### config.mk
export PLATFORM = sky130hd
export DESIGN_NAME = car_sensor_stim
export DESIGN_NICKNAME = d
export VERILOG_FILES = /design/src/rtl/car_sensor_stim.sv
export SDC_FILE = /design/constraint.sdc
export NUM_CORES = 1
export LEC_CHECK = 0
export CAP_MARGIN = 20
export CORE_UTILIZATION = 54
export DETAILED_ROUTE_END_ITERATION = 12
export PLACE_DENSITY = 0.81
export SLEW_MARGIN = 5
export SYNTH_ARGS = -nofsm -noshare
export SYNTH_HDL_FRONTEND = slang
export SYNTH_SLANG_ARGS = --single-unit
export TNS_END_PERCENT = 1
### constraint.sdc
create_clock -name clk -period 6.17 [get_ports clk]
set_input_delay 1.234 -clock clk [delete_from_list [all_inputs] [get_ports clk]]
set_output_delay 1.234 -clock clk [all_outputs]
set_load 0.02 [all_outputs]
### src/rtl/car_sensor_stim.sv
// Gate-sensor sequence generator: drives b1/b2 through entry, exit and pedestrian
// patterns with a programmable dwell per phase, and tallies completed entries/exits.
module car_sensor_stim #(
  parameter int unsigned PHASE_CYCLES = 10,
  parameter int unsigned CNT_W        = 3
) (
  input  logic             clk,
  input  logic             reset,
  input  logic             start,
  input  logic [1:0]       kind,
  output logic             b1,
  output logic             b2,
  output logic             busy,
  output logic             done,
  output logic [CNT_W-1:0] entries,
  output logic [CNT_W-1:0] exits
);

  localparam int unsigned PH_W = $clog2(PHASE_CYCLES + 1);

  typedef enum logic [2:0] {
    IDLE = 3'd0,
    PH1  = 3'd1,
    PH2  = 3'd2,
    PH3  = 3'd3,
    GAP  = 3'd4
  } state_t;

  state_t            state, state_n;
  logic [1:0]        kind_q, kind_n;
  logic [PH_W-1:0]   cnt, cnt_n;
  logic              b1_n, b2_n, busy_n, done_n;
  logic              ent_inc, ex_inc;

  // State, latched kind, phase timer and registered outputs
  always_ff @(posedge clk or negedge reset) begin
    if (!reset) begin
      state   <= IDLE;
      kind_q  <= 2'b00;
      cnt     <= '0;
      b1      <= 1'b0;
      b2      <= 1'b0;
      busy    <= 1'b0;
      done    <= 1'b0;
      entries <= '0;
      exits   <= '0;
    end else begin
      state  <= state_n;
      kind_q <= kind_n;
      cnt    <= cnt_n;
      b1     <= b1_n;
      b2     <= b2_n;
      busy   <= busy_n;
      done   <= done_n;
      if (ent_inc) entries <= entries + CNT_W'(1);
      if (ex_inc)  exits   <= exits + CNT_W'(1);
    end
  end

  // Next state, phase timing and next output values
  always_comb begin
    state_n = state;
    kind_n  = kind_q;
    cnt_n   = (cnt != '0) ? cnt - PH_W'(1) : cnt;
    done_n  = 1'b0;
    ent_inc = 1'b0;
    ex_inc  = 1'b0;
    b1_n    = 1'b0;
    b2_n    = 1'b0;

    unique case (state)
      IDLE: begin
        if (start) begin
          state_n = PH1;
          kind_n  = kind;
        end
      end
      PH1: begin
        // Pedestrian patterns have no overlap phase
        if (cnt == '0) state_n = kind_q[1] ? PH3 : PH2;
      end
      PH2: begin
        if (cnt == '0) state_n = PH3;
      end
      PH3: begin
        if (cnt == '0) state_n = GAP;
      end
      GAP: begin
        if (cnt == '0) begin
          state_n = IDLE;
          done_n  = 1'b1;
          ent_inc = (kind_q == 2'b00);
          ex_inc  = (kind_q == 2'b01);
        end
      end
      default: state_n = IDLE;
    endcase

    if (state_n != state) cnt_n = PH_W'(PHASE_CYCLES - 1);

    // kind[0] selects which sensor trips first
    unique case (state_n)
      PH1: begin
        b1_n = ~kind_n[0];
        b2_n = kind_n[0];
      end
      PH2: begin
        b1_n = 1'b1;
        b2_n = 1'b1;
      end
      PH3: begin
        b1_n = kind_n[0];
        b2_n = ~kind_n[0];
      end
      default: begin
        b1_n = 1'b0;
        b2_n = 1'b0;
      end
    endcase

    busy_n = (state_n != IDLE);
  end

endmodule

==> flow_summary.ini <==
[run_status]
status = complete, no violations

[cts]
holdBufCountCts = 0
htreeDepth = 1
cts.clk_slew.worst_paths_ns = 0.10
clk_root_buffer_cell = clkbuf_4
clock-sinks = 19
clock_latency_ns = 0.29
numCtsBuffers = 3
post_cts_buffers = 0
clockBufferDepth = 2
cts_tree = done
cts-resized-gates = 0

[power]
p_comb_frac = 0.425
ir_drop_mv = 0.245
power_switching_uw = 159
p_int_uw = 284
swShare = 0.360
cellLeakagePower_nw = 0.491
p_per_area_nw_per_um2 = 404
seq_power_share = 0.439
pwr-share-clk = 0.136

[critical_path]
required_ns = 6.35
critPathCaptureType = flip-flop
max_stage_delay_ns = 0.75
cp_slowest_cell = nor4b_1
crit_type = primary input to flip-flop
worstSetupStartpointType = primary input
crit_chain = clkdlybuf4s50_1 -> nor4b_1 -> nor2_1 -> a31oi_1 -> mux2_2
critPathMaxFanout = 6
cp.arrival_ns = 3.10

[layout]
layout.nets = 106
n_antenna_cell = 0
syn2layout_area_growth_pct = 19.5
fillCellCount = 122
drive_gt1_frac = 0.134

[logic_synthesis]
syn_inst = 81
ys_types = 33
synthTopCellsByArea = dfrtp_1 52%, mux2_2 4.9%, xnor2_1 4.8%
ys_warn_count = 0
synth-seq-cells = 19
synthArstFlopShare = 1.00
synth-main-ff-cell = dfrtp_1
synth.top_cell.area_share = 0.518
seq_area_frac_synth = 0.518
syn-cell-area_um2 = 918
synth_edf_count = 0
synth_largest_area_cell = dfrtp_1
synth_most_common_cell = dfrtp_1
netlist_top_cells_count = 19 x dfrtp_1, 9 x nor2_1, 5 x nand2_1, 5 x xnor2_1, 4 x mux2_2
synthesis.nets = 89
syn-mean-instance-area_um2 = 11.3

[floorplan]
num_rows = 14
die_area_um2 = 1870
die_h_um = 43.2
core_um2 = 1540
die_x_um = 43.2
start_util = 0.596
num_io_pins = 15

[route]
via_count = 649
antenna_left = 0
wl_per_cell_um = 13.9
drc = 0
drt_pass1_iterations = 4
drt_wl_total_mm = 1.58
drtIter0Drc = 17
via_per_inst = 5.74

[global_route]
track_usage = 0.197
antenna_found_initial = 0
grt_pass1_vias = 627
grt-ovfl-total = 0
grt_max_degree = 20
grt_pass1_wl_mm = 2.73

[sta]
setup_slack_ns = 3.25
rsz0062_at_grt = no
relSlewSlack = 0.374
achievable-frequency_mhz = 343
slew_viol_final = 0
fin_setup_tns_ns = 0
finalCritPeriodShare = 0.473
setup_viol_count_final = 0
hold_viol = 0
skew_ns = 0.00173
worstMarginPinSlew_ns = 0.925
fin_crit_ns = 2.92

[place]
io_buffers = 14
place.gp.congestion = 0.746
place_worst_setup_slack_ns = 2.99
hpwl_mm = 1.22

[flow_run]
maxCapViolations = 0

[hold_path]
min_path_type = flip-flop to flip-flop
## per-layer routing
metal | up-vias | wire [µm] | global-route usage
met5 | - | 0 | 0
met4 | 0 | 8 | 0.0545
met3 | 2 | 36 | 0.0383
met2 | 12 | 806 | 0.328
met1 | 314 | 725 | 0.259
li1 | 321 | - | -
## path summary, 6_finish.rpt
check	from	end	slack, ns	cells past startpoint
min	entries[2]$_DFFE_PN0P_	entries[2]$_DFFE_PN0P_	0.48	1
max in group asynchronous	reset	exits[1]$_DFFE_PN0P_	4.24	1
min in group asynchronous	reset	cnt[3]$_DFFE_PN0P_	1.42	1
max	start	b1$_DFF_PN0_	3.25	5
max reg2reg	cnt[0]$_DFFE_PN0P_	cnt[3]$_DFFE_PN0P_	3.98	6
min reg2reg	entries[2]$_DFFE_PN0P_	entries[2]$_DFFE_PN0P_	0.48	1
## cells in the final DEF, fill, tap and decap left out, types with 3 or more instances in the layout
master / count
nand2_1: 5
xnor2_1: 5
nor2_1: 9
dfrtp_1: 19
nand2b_1: 3
ha_1: 3
mux2_2: 4
clkbuf_4: 3
clkdlybuf4s50_1: 14
## critical path: cells and delay by family
family	cells	cell delay [ns]
AO/OA/AOI/OAI	1	0.22
multiplexers	1	0.35
buffers and inverters	1	0.46
AND/OR/NAND/NOR	2	0.84
## registers in the layout, indices dropped and copies added, names as in the netlist
register  cells
b2            1
done          1
entries       3
busy          1
b1            1
kind_q        2
exits         3
state         3
cnt           4
## per-stage QoR
step | instance area, µm² | instances | power (mW) | utilization | hold slack, ns
global route | 1100 | 113 | 0.475 | 0.712 | 0.510
global placement | 1070 | 109 | 0.376 | 0.694 | 0.460
detailed placement | 1070 | 109 | 0.385 | 0.694 | 0.463
floorplan | 918 | 81 | 0.333 | - | 0.447
CTS | 1100 | 113 | 0.445 | 0.712 | 0.480
finish | 1100 | 113 | 0.443 | 0.712 | 0.479
## cell families (layout without fill, tap and decap cells)
| logic type | Yosys count | after routing | share of synthesized area |
|---|---|---|---|
| mux | 4 | 4 | 0.0490 |
| buf+inv | 4 | 20 | 0.0177 |
| fa+ha+maj | 3 | 3 | 0.0409 |
| flops | 19 | 19 | 0.518 |
| simple gates | 32 | 32 | 0.207 |
| xor+xnor | 6 | 6 | 0.0572 |
| compound gates | 13 | 13 | 0.110 |
## power by group through the flow
stage	Clock (mW)	Combinational [mW]	Sequential [mW]
floorplan	0	0.139	0.194
global placement	0	0.182	0.194
detailed placement	0	0.189	0.196
CTS	0.0621	0.190	0.193
global route	0.0677	0.209	0.199
finish	0.0605	0.188	0.194
## final cells by class
cell class                      count  area [µm²]  share of cell area
Sequential cell                    19         475               0.433
Multi-Input combinational cell     58         427               0.389
Timing Repair Buffer               14         140               0.128
Clock buffer                        3        22.5              0.0205
Tap cell                           16        20.0              0.0182
Inverter                            2        7.51             0.00684
Clock inverter                      1        5.00             0.00456
(Power assumes the default switching activity.)
